==> config.mk <==
export PLATFORM = sky130hd
export DESIGN_NAME = num_digits_msg_display
export DESIGN_NICKNAME = d
export VERILOG_FILES = /design/src/rtl/num_digits_msg_display.sv
export SDC_FILE = /design/constraint.sdc
export NUM_CORES = 1
export LEC_CHECK = 0
export BUFFER_PORTS_ARGS = -buffer_cell sky130_fd_sc_hd__buf_2
export CORE_UTILIZATION = 53
export CTS_CLUSTER_DIAMETER = 60
export DETAILED_ROUTE_END_ITERATION = 10
export HOLD_SLACK_MARGIN = 0.08
export PLACE_DENSITY = 0.75
export SYNTH_ARGS = -nofsm -noshare
export SYNTH_HDL_FRONTEND = slang
export SYNTH_SLANG_ARGS = --single-unit
==> constraint.sdc <==
create_clock -name CLK -period 2.56 [get_ports CLK]
set_input_delay 0.512 -clock CLK [delete_from_list [all_inputs] [get_ports CLK]]
set_output_delay 0.512 -clock CLK [all_outputs]
set_load 0.03 [all_outputs]
==> src/rtl/num_digits_msg_display.sv <==
// Multiplexed seven-segment message display for a vending machine front panel.
// Shows drink selections steadily, blinks error messages and walks a dot in standby.
module num_digits_msg_display #(
    parameter int NUM_DIGITS   = 4,
    parameter int SCAN_DIV     = 50000,
    parameter int BLINK_FRAMES = 25
) (
    input  logic                  CLK,
    input  logic                  RST,
    input  logic                  S0,
    input  logic                  S1,
    input  logic                  S2,
    input  logic                  S3,
    input  logic                  SR,
    input  logic                  SP,
    input  logic                  SN,
    input  logic                  VL,
    input  logic                  M,
    output logic [7:0]            SEG,
    output logic [NUM_DIGITS-1:0] DIG
);

    localparam int SW = $clog2(SCAN_DIV);
    localparam int IW = $clog2(NUM_DIGITS);
    localparam int FW = $clog2(2 * BLINK_FRAMES);
    localparam logic [SW-1:0] SCAN_LAST  = SW'(SCAN_DIV - 1);
    localparam logic [IW-1:0] IDX_LAST   = IW'(NUM_DIGITS - 1);
    localparam logic [FW-1:0] FRAME_LAST = FW'(2 * BLINK_FRAMES - 1);
    localparam logic [FW-1:0] FRAME_HALF = FW'(BLINK_FRAMES);

    typedef enum logic [3:0] {
        MSG_STBY = 4'd0,
        MSG_CE01 = 4'd1,
        MSG_CL02 = 4'd2,
        MSG_CC05 = 4'd3,
        MSG_CP10 = 4'd4,
        MSG_ERSR = 4'd5,
        MSG_ERSP = 4'd6,
        MSG_ERSN = 4'd7,
        MSG_ERDI = 4'd8
    } msg_t;

    // Glyphs for digits 0..3, digit 0 in the top byte; dp always off.
    function automatic logic [31:0] msg_glyphs(input msg_t m);
        case (m)
            MSG_CE01: msg_glyphs = 32'h39_79_3F_06;
            MSG_CL02: msg_glyphs = 32'h39_38_3F_5B;
            MSG_CC05: msg_glyphs = 32'h39_39_3F_6D;
            MSG_CP10: msg_glyphs = 32'h39_73_06_3F;
            MSG_ERSR: msg_glyphs = 32'h79_50_6D_50;
            MSG_ERSP: msg_glyphs = 32'h79_50_6D_73;
            MSG_ERSN: msg_glyphs = 32'h79_50_6D_54;
            MSG_ERDI: msg_glyphs = 32'h79_50_5E_30;
            default:  msg_glyphs = 32'h00_00_00_00;
        endcase
    endfunction

    logic [SW-1:0]         scan_cnt_r;
    logic [IW-1:0]         dig_idx_r;
    logic [FW-1:0]         frame_cnt_r;
    logic [IW-1:0]         dot_pos_r;
    msg_t                  msg_r;
    logic [7:0]            seg_r;
    logic [NUM_DIGITS-1:0] dig_r;

    logic                  scan_tc_s;
    logic                  frame_tick_s;
    logic [FW-1:0]         frame_nxt_s;
    msg_t                  msg_sel_s;
    logic [31:0]           glyphs_s;
    logic                  is_err_s;
    logic [7:0]            seg_s;
    logic [NUM_DIGITS-1:0] dig_s;

    // Scan timing: digit terminal count, frame boundary and next frame count.
    always_comb begin
        scan_tc_s    = (scan_cnt_r == SCAN_LAST);
        frame_tick_s = scan_tc_s && (dig_idx_r == IDX_LAST);
        if (frame_cnt_r == FRAME_LAST) begin
            frame_nxt_s = {FW{1'b0}};
        end else begin
            frame_nxt_s = frame_cnt_r + FW'(1);
        end
    end

    // Fixed-priority message selection from the live inputs.
    always_comb begin
        msg_sel_s = MSG_STBY;
        if (SR) begin
            msg_sel_s = MSG_ERSR;
        end else if (SP) begin
            msg_sel_s = MSG_ERSP;
        end else if (SN) begin
            msg_sel_s = MSG_ERSN;
        end else if (VL) begin
            msg_sel_s = MSG_ERDI;
        end else if (M) begin
            msg_sel_s = MSG_STBY;
        end else if (S0) begin
            msg_sel_s = MSG_CE01;
        end else if (S1) begin
            msg_sel_s = MSG_CL02;
        end else if (S2) begin
            msg_sel_s = MSG_CC05;
        end else if (S3) begin
            msg_sel_s = MSG_CP10;
        end else begin
            msg_sel_s = MSG_STBY;
        end
    end

    // Segment and digit-enable pattern for the digit currently being scanned.
    always_comb begin
        glyphs_s = msg_glyphs(msg_r);
        is_err_s = (msg_r == MSG_ERSR) || (msg_r == MSG_ERSP) ||
                   (msg_r == MSG_ERSN) || (msg_r == MSG_ERDI);
        seg_s    = 8'h00;
        if (msg_r == MSG_STBY) begin
            seg_s = (dot_pos_r == dig_idx_r) ? 8'h80 : 8'h00;
        end else if (is_err_s && (frame_cnt_r >= FRAME_HALF)) begin
            seg_s = 8'h00;
        end else begin
            case (dig_idx_r)
                IW'(0):  seg_s = glyphs_s[31:24];
                IW'(1):  seg_s = glyphs_s[23:16];
                IW'(2):  seg_s = glyphs_s[15:8];
                IW'(3):  seg_s = glyphs_s[7:0];
                default: seg_s = 8'h00;
            endcase
        end
        for (int i = 0; i < NUM_DIGITS; i++) begin
            dig_s[i] = (dig_idx_r != IW'(i));
        end
    end

    // Scan, frame, dot and message state; the message only changes on a frame boundary.
    always_ff @(posedge CLK) begin
        if (RST) begin
            scan_cnt_r  <= {SW{1'b0}};
            dig_idx_r   <= {IW{1'b0}};
            frame_cnt_r <= {FW{1'b0}};
            dot_pos_r   <= {IW{1'b0}};
            msg_r       <= MSG_STBY;
        end else begin
            scan_cnt_r <= scan_tc_s ? {SW{1'b0}} : scan_cnt_r + SW'(1);
            if (scan_tc_s) begin
                dig_idx_r <= (dig_idx_r == IDX_LAST) ? {IW{1'b0}} : dig_idx_r + IW'(1);
            end
            if (frame_tick_s) begin
                msg_r       <= msg_sel_s;
                frame_cnt_r <= frame_nxt_s;
                if ((frame_nxt_s == {FW{1'b0}}) || (frame_nxt_s == FRAME_HALF)) begin
                    dot_pos_r <= (dot_pos_r == IDX_LAST) ? {IW{1'b0}} : dot_pos_r + IW'(1);
                end
            end
        end
    end

    // Registered display outputs, one cycle behind the scan index.
    always_ff @(posedge CLK) begin
        if (RST) begin
            seg_r <= 8'h00;
            dig_r <= {NUM_DIGITS{1'b1}};
        end else begin
            seg_r <= seg_s;
            dig_r <= dig_s;
        end
    end

    assign SEG = seg_r;
    assign DIG = dig_r;

endmodule
After elaboration in Yosys (flattened, before gate mapping) --
Memory sizes are Yosys's and may differ from the RTL's. A register that Yosys moved wholly into a read port is not among the register bits. Index checks and enable logic that the tools add are counted.
Storage, ports and cells: register bits 42, memory bits (read-only) 400, input port bits 11, output and inout bits 12, logic and storage cells 58, memories kept 1
Cells by class: $add $sub $neg 4, magnitude comparators 1, equality and inequality tests 15, muxes and demuxes 18, reductions and logical operators 12
Memories:
- (name not given) | depth 16, width 25, rd ports 1, clocked after Yosys merged registers in 1, write ports 0, RTL line 45 | case (m)
Operators with widths (count):
- 8-bit case mux with 4 select lines | 1
- 4-bit 2-to-1 mux | 6
- 8-bit 2-to-1 mux | 3
- 16-bit by 1-bit adder with 16-bit output (second input constant) | 1
- 16-bit equality test (second input constant) | 1
- 3-bit 2-to-1 mux | 5
- 4-bit by 3-bit equality test with 1-bit output (second input constant) | 3
- 6-bit by 1-bit adder with 6-bit output (second input constant) | 1
- 2-bit equality test (second input constant) | 3
- 6-bit by 5-bit equality test with 1-bit output (second input constant) | 1
- 6-bit equality test (second input constant) | 1
- 6-bit by 5-bit >= comparator with 1-bit output (second input constant) | 1
- 6-bit zero test | 1
- 6-bit 2-to-1 mux | 1
- 2-bit by 1-bit adder with 2-bit output (second input constant) | 2
- 4-bit equality test (second input constant) | 1
- 4-bit zero test | 1
- 1-bit logical OR | 4
- 2-bit 2-to-1 mux | 2
- 2-bit != test (second input constant) | 2
- 2-bit by 1-bit equality test with 1-bit output (second input constant) | 1
- 2-bit equality test | 1
- 1-bit logical AND | 2
- 2-bit zero test | 1
- 4 further kinds | 4

Depth between registers and ports, before layout --
Gate-level depths: netlist of run 1.
depth in word-level cells 11, mapped depth 10, depth with buffers taken out 10

Worst setup path before layout of run 1 --
Ideal clock, no wire load.
path type register to register, start point reg scan_cnt_r[5], end point reg glyphs_s[2] (netlist name), setup time 0.062 ns, arrival time 2.484 ns, required time 2.498 ns, path slack 0.014 ns, cell stages (with the launch flop) 9, path buffers 1, clock period less this slack 2.546 ns, cell sequence dfxtp_1 or4b_4 or4_4 buf_6 o31ai_4 inv_1 ha_1 mux2_2 nor2_2
Between the ends: longest elaborated chain between the ends 4
RTL lines:
- from (decl) | RTL line 58 | logic [SW-1:0] scan_cnt_r;
- from (signal assigned) | RTL line 139 | scan_cnt_r <= {SW{1'b0}};
- from (signal assigned) | RTL line 145 | scan_cnt_r <= scan_tc_s ? {SW{1'b0}} : scan_cnt_r + SW'(1);
- 16-bit equality test | RTL line 77 | scan_tc_s = (scan_cnt_r == SCAN_LAST);
- 1-bit logical AND | RTL line 78 | frame_tick_s = scan_tc_s && (dig_idx_r == IDX_LAST);
- 4-bit 2-to-1 mux (no line) (2 in a row)
Every way passes these cells. A chain may end at the register's enable or synchronous reset.

Worst setup path after layout of run 1 --
start point reg scan_cnt_r[7], end point reg glyphs_s[2] (netlist name)
Between the ends: longest elaborated chain between the ends 4
RTL lines (RTL line):
- 16-bit equality test | 77
- 1-bit logical AND | 78
- 4-bit 2-to-1 mux (no line) (2 in a row)
Every way passes these cells.

==> results of run 1 <==
[cell usage after synthesis (all sizes together), types with 5 or more instances]
master | instances | share of area
dfxtp | 60 | 0.43
nor2 | 45 | 0.063
a21oi | 17 | 0.035
mux2i | 8 | 0.029
o21ai | 21 | 0.038
nand3 | 5 | 0.0091
clkbuf | 8 | 0.011
inv | 16 | 0.022
nand4 | 6 | 0.014
a22oi | 7 | 0.019
xnor2 | 11 | 0.035
nand2 | 14 | 0.019
ha | 15 | 0.068
xor2 | 8 | 0.025
[layer usage]
layer / routed length (µm) / share of wire / vias to the layer above / GRT usage
met5: 0 / 0 / - / 0
met4: 112 / 0.020 / 0 / 0.109
li1: - / - / 1136 / -
met3: 237 / 0.042 / 8 / 0.0705
met2: 2760 / 0.49 / 57 / 0.376
met1: 2520 / 0.45 / 1061 / 0.270
[critical path, cell delays in order (launching register included)]
cell and delay, ps:
dfxtp_2 320, or4b_4 580, nor4b_4 330, nand2_2 90, a211o_1 230, a21o_1 220
inv_2 80, ha_1 220, mux2_4 260, nor2_2 70
[cell families after synthesis]
group,after synthesis,share of synthesized area
flops,60,0.435
xor+xnor,19,0.0603
fa+ha+maj,15,0.0680
mux,9,0.0331
simple gates,108,0.217
compound gates,61,0.143
buf+inv,28,0.0430
[how the worst min path moves through the flow]
stage	cells past startpoint	slack, ps	endpoint	start
2_1_floorplan	1	430	scan_cnt_r[0]	scan_cnt_r[0]
3_3_place_gp	1	450	scan_cnt_r[0]	scan_cnt_r[0]
3_5_place_dp	1	460	scan_cnt_r[0]	scan_cnt_r[0]
4_1_cts	1	480	scan_cnt_r[0]	scan_cnt_r[0]
5_1_grt	1	510	scan_cnt_r[0]	scan_cnt_r[0]
6_report	1	470	scan_cnt_r[0]	scan_cnt_r[0]
[registers in the layout, indices dropped and copies added, names as in the netlist]
| register | cells |
|---|---|
| DIG | 4 |
| glyphs_s | 18 |
| dig_idx_r | 2 |
| scan_cnt_r | 16 |
| SEG | 8 |
| dot_pos_r | 2 |
| frame_cnt_r | 6 |
| msg_r | 4 |
[report_power, final]
group / switching (µW) / internal (µW)
Clock: 378 / 379
Sequential: 4.09 / 939
Combinational: 26.8 / 16.8
Total: 409 / 1330
[cells in the final DEF (no fill, tap or decap), types with 5 or more instances in the layout]
cell type   n
xor2_1      8
nand2_1    13
inv_1      15
o21ai_0    20
clkbuf_8   10
a22oi_1     7
buf_2      22
ha_1       12
nor2_1     43
nand3_1     5
a21oi_1    16
buf_4      27
dfxtp_1    59
xnor2_1    11
mux2i_1     7
nand4_1     6
[through the flow]
stage	setup slack, ps	util
CTS	19.5	0.667
detailed placement	-1.95	0.627
floorplan	13.7	-
global route	4.87	0.678
global placement	76.5	0.627
finish	108	0.678
[cell type report]
| cell class | instances | area (µm²) | area share |
|---|---|---|---|
| flip-flops and latches | 60 | 1200 | 0.363 |
| clock inverters | 5 | 36.3 | 0.0110 |
| repair buffers | 49 | 313 | 0.0945 |
| inverters | 16 | 60.1 | 0.0181 |
| clock buffers | 11 | 141 | 0.0427 |
| well taps | 67 | 83.8 | 0.0253 |
| multi-input cells | 212 | 1470 | 0.445 |
[timing repair]
item / CTS / global route
resized for setup: 0 / 10
pin swaps: 1 / 8
buffers inserted: 2 / 3
endpoints found under the setup margin: 1 / 7
==> key figures, run 1 <==
Power and ir drop
  – P_leak: 0.00139 µW
  – Power, Total: 1740 µW
  – Worst VDD drop: 376 µV
  – Pwr/cell area: 527 nW/µm²

Placed design
  – Placed cell count: 399
  – Total placed instance area: 3060 µm²
  – Post-DP HPWL: 3930 µm
  – RePlAce Congestion: 0.832
  – Number of port buffers: 22

CTS
  – CTS Buffer Depth: 2
  – # H-tree levels: 3
  – # clock sinks: 60
  – Root buffer cell: clkbuf_8
  – CTS Hold Bufs: 0
  – Clock-pin slew of the registers on the worst-case setup and hold paths: 70 ps
  – CTS tree: done
  – Clock Latency Late Sink: 340 ps
  – TritonCTS buffer count: 9

Timing
  – Max frequency: 408 MHz
  – Hold WS: 475 ps
  – Final Skew: 8.22 ps
  – Final number of setup-violating endpoints: 0
  – RSZ-0062 raised after global routing: false
  – Final Critical Period: 2450 ps
  – Fin. Hold Viols: 0
  – Final count of pins violating max slew: 0
  – Final period util: 0.958
  – Worst rel slew slack: 0.686
  – Worst-margin pin slew: 470 ps
  – Total negative slack: 0 ps

Cells and area
  – Layout Cells excl Fill: 420
  – # fillers: 384
  – NumNets Final: 374
  – Finished Cell Area: 3310 µm²
  – Layout cells sized above 1: 0.246
  – Final antenna diode count: 0
  – Area growth, synth to finish: 19.8%

Setup path
  – End of the critical path: glyphs_s[2]
  – Reg2reg end: glyphs_s[2]
  – Critical Path Sink Type: register
  – Worst-path fanout max: 5
  – Reg2reg setup slack: 110 ps
  – R2R depth: 9
  – Worst reg2reg startpoint: scan_cnt_r[7]
  – Critical path data arrival time: 2730 ps
  – Crit path from: scan_cnt_r[7]
  – CP Data Required Time: 2840 ps
  – Kind of critical path: register to register
  – Worst Setup Start Kind: register

Floorplanning
  – Starting Density: 0.566
  – DIE AREA: 5500 µm²
  – FP Rows: 25
  – Die W: 74.2 µm
  – Placeable core region: 4880 µm²
  – Die Span Y: 74.2 µm
  – Num ports: 23

Global routing
  – Vias in the first global route: 2090
  – GR Overflow Total: 0
  – Initial antenna violation count: 0
  – First-pass GRT wire length: 9360 µm
  – All-layer global routing usage: 0.228
  – Largest net degree at the start of global routing: 16

Logic synthesis
  – Synthesized area: 2760 µm²
  – Register area share after synthesis: 0.435
  – Number of synthesized flops with an enable pin: 0
  – Async set-reset flop share out of synthesis: 0
  – Net count after synthesis: 326
  – Yosys reg bits: 60
  – Ys Warns: 0
  – Synthesized instance count: 300
  – Yosys cell types: 55
  – Syn Area/Cell: 9.20 µm²
  – Main synth FF type: dfxtp_1

Routing
  – Initial drt markers: 144
  – Vias/cell: 5.39
  – DR WL/cell: 13.4 µm
  – Via Count: 2262
  – Detail Route Antenna Nets: 0
  – Post-Route WL: 5630 µm
  – DR pass1 iterations: 6
  – DRC errors left: 0

Min path
  – Hold WC Path Type: register to register

Flow run
  – Max cap viols: 0

Outcome
  – Status: completed
Note: power is estimated with default switching activity, not from simulation.
==> inputs of run 2 (changes only) <==
RECOVER_POWER = 100   (was default)
REMOVE_ABC_BUFFERS = 1   (was default)
==> run 2 against run 1 <==
Net effect: the run now ends with setup timing left; critical path type unchanged; setup slack lost 120 ps; clock-buffer cell count is 2 higher; largest cell class unchanged; maximum frequency shrank 4.8%.
==> key figures, run 2 (synthesized netlist as in run 1, its figures left out) <==
Setup path
  – Critical Path Slowest Stage Cell: or4b_4
  – Kind of critical path: register to register
  – Critical path data arrival time: 2850 ps
  – Worst-path fanout max: 4
  – Worst Setup Start Kind: register
  – R2R depth: 9
  – Max stage delay on crit path: 580 ps
  – Critical Path Sink Type: register
  – CP Data Required Time: 2840 ps
  – Worst-path cell chain: or4b_4, nor4b_4, nand2_1, a211o_1, a21o_1, inv_2, ha_4, mux2_4, nor2_2

Min path
  – Hold WC Path Type: register to register
  – Hold depth: 1

Power and ir drop
  – Combinational share of power: 0.022
  – Internal Power: 1500 µW
  – P_sw: 370 µW
  – Worst VDD drop: 409 µV
  – Flop pwr share: 0.505
  – Power, Total: 1870 µW
  – Pwr/cell area: 559 nW/µm²
  – Clock share of power: 0.473
  – Sw Share: 0.198
  – P_leak: 0.00137 µW

CTS
  – Root buffer cell: clkbuf_8
  – TritonCTS buffer count: 9
  – # H-tree levels: 3
  – # clock sinks: 60
  – CTS Buffer Depth: 2
  – CTS tree: done
  – Clock-pin slew of the registers on the worst-case setup and hold paths: 60 ps
  – Clock Latency Late Sink: 340 ps
  – CTS Hold Bufs: 0

Cells and area
  – Layout Cells excl Fill: 417
  – Area growth, synth to finish: 21.1%
  – Most frequent cells in the layout: 59 x dfxtp_1, 41 x nor2_1, 23 x buf_4
  – Final antenna diode count: 0
  – Layout cells sized above 1: 0.209
  – Commonest non-fill, non-tap cell in the layout: dfxtp_1
  – Finished Cell Area: 3340 µm²
  – # fillers: 391
  – Number of flip-flops in the largest register: 18
  – NumNets Final: 373

Floorplanning
  – FP Rows: 25
  – Starting Density: 0.566
  – Die Span Y: 74.2 µm
  – Num ports: 23
  – Die W: 74.2 µm
  – Placeable core region: 4880 µm²
  – DIE AREA: 5500 µm²

Routing
  – Post-Route WL: 5760 µm
  – Via Count: 2216
  – DR WL/cell: 13.8 µm
  – Initial drt markers: 102
  – Vias/cell: 5.31
  – DRC errors left: 0
  – Detail Route Antenna Nets: 0
  – DR pass1 iterations: 4

Timing
  – Max frequency: 388 MHz
  – Final number of setup-violating endpoints: 1
  – Final Skew: 8.90 ps
  – Worst rel slew slack: 0.637
  – Final WS setup: -17.1 ps
  – Final Critical Period: 2580 ps
  – RSZ-0062 raised after global routing: true
  – Worst-margin pin slew: 545 ps
  – Final count of pins violating max slew: 0
  – Fin. Hold Viols: 0
  – Final period util: 1.01

Global routing
  – All-layer global routing usage: 0.221
  – GR Overflow Total: 0
  – Largest net degree at the start of global routing: 29
  – Vias in the first global route: 2062
  – First-pass GRT wire length: 8940 µm
  – Initial antenna violation count: 0

Flow run
  – Max cap viols: 0

Outcome
  – Failing checks: setup timing
  – Status: finished, violations left

Placed design
  – Number of port buffers: 22
  – Total placed instance area: 3070 µm²
  – RePlAce Congestion: 0.865
  – Post-Place Setup Slack: 24.9 ps
  – Placed cell count: 400
  – Post-DP HPWL: 4080 µm
-- run 2: per-stage QoR --
step / TNS, ps / hold WS [ps] / util
2_1_floorplan: 0 / 426 / -
3_3_place_gp: 0 / 437 / 0.629
3_5_place_dp: 0 / 449 / 0.629
4_1_cts: 0 / 456 / 0.672
5_1_grt: -654 / 480 / 0.685
6_report: -17.1 / 458 / 0.685
-- run 2: final cells by class --
class,instances,area (µm²),area share
inverters,16,60.1,0.0180
clock inverters,1,30.0,0.00898
well taps,67,83.8,0.0251
clock buffers,13,179,0.0535
multi-input cells,212,1500,0.447
flip-flops and latches,60,1200,0.360
repair buffers,48,294,0.0879
-- run 2: routing by layer --
metal,track usage,wire length [µm]
met5,0,0
met2,0.357,2790
met3,0.0867,254
met1,0.269,2640
met4,0.0726,80
-- run 2: path summary, 6_finish.rpt --
kind / startpoint / end / slack, ps
setup reg to reg: scan_cnt_r[4] / glyphs_s[2] / -20
hold reg to reg: scan_cnt_r[0] / scan_cnt_r[0] / 460
hold / removal: scan_cnt_r[0] / scan_cnt_r[0] / 460
setup / recovery: scan_cnt_r[4] / glyphs_s[2] / -20
-- run 2: power by group through the flow --
stage | sequential, µW | combinational [µW] | clock (µW)
floorplan | 967 | 16.4 | 0
global placement | 964 | 40.7 | 0
detailed placement | 964 | 41.0 | 0
CTS | 944 | 41.2 | 897
global route | 944 | 45.4 | 933
finish | 944 | 41.2 | 884
-- run 2: worst max-delay path: cells and delay by family (launching register included) --
family	cells	cell delay, ps
fa+ha+maj	1	200
compound gates	2	530
flops	1	320
simple gates	4	1110
buf+inv	1	100
mux	1	260
-- run 2: timing repair --
action | 4_1_cts | 5_1_grt
setup buffers | 0 | 3
setup endpoints to repair | 0 | 11
gates resized for setup | 0 | 21
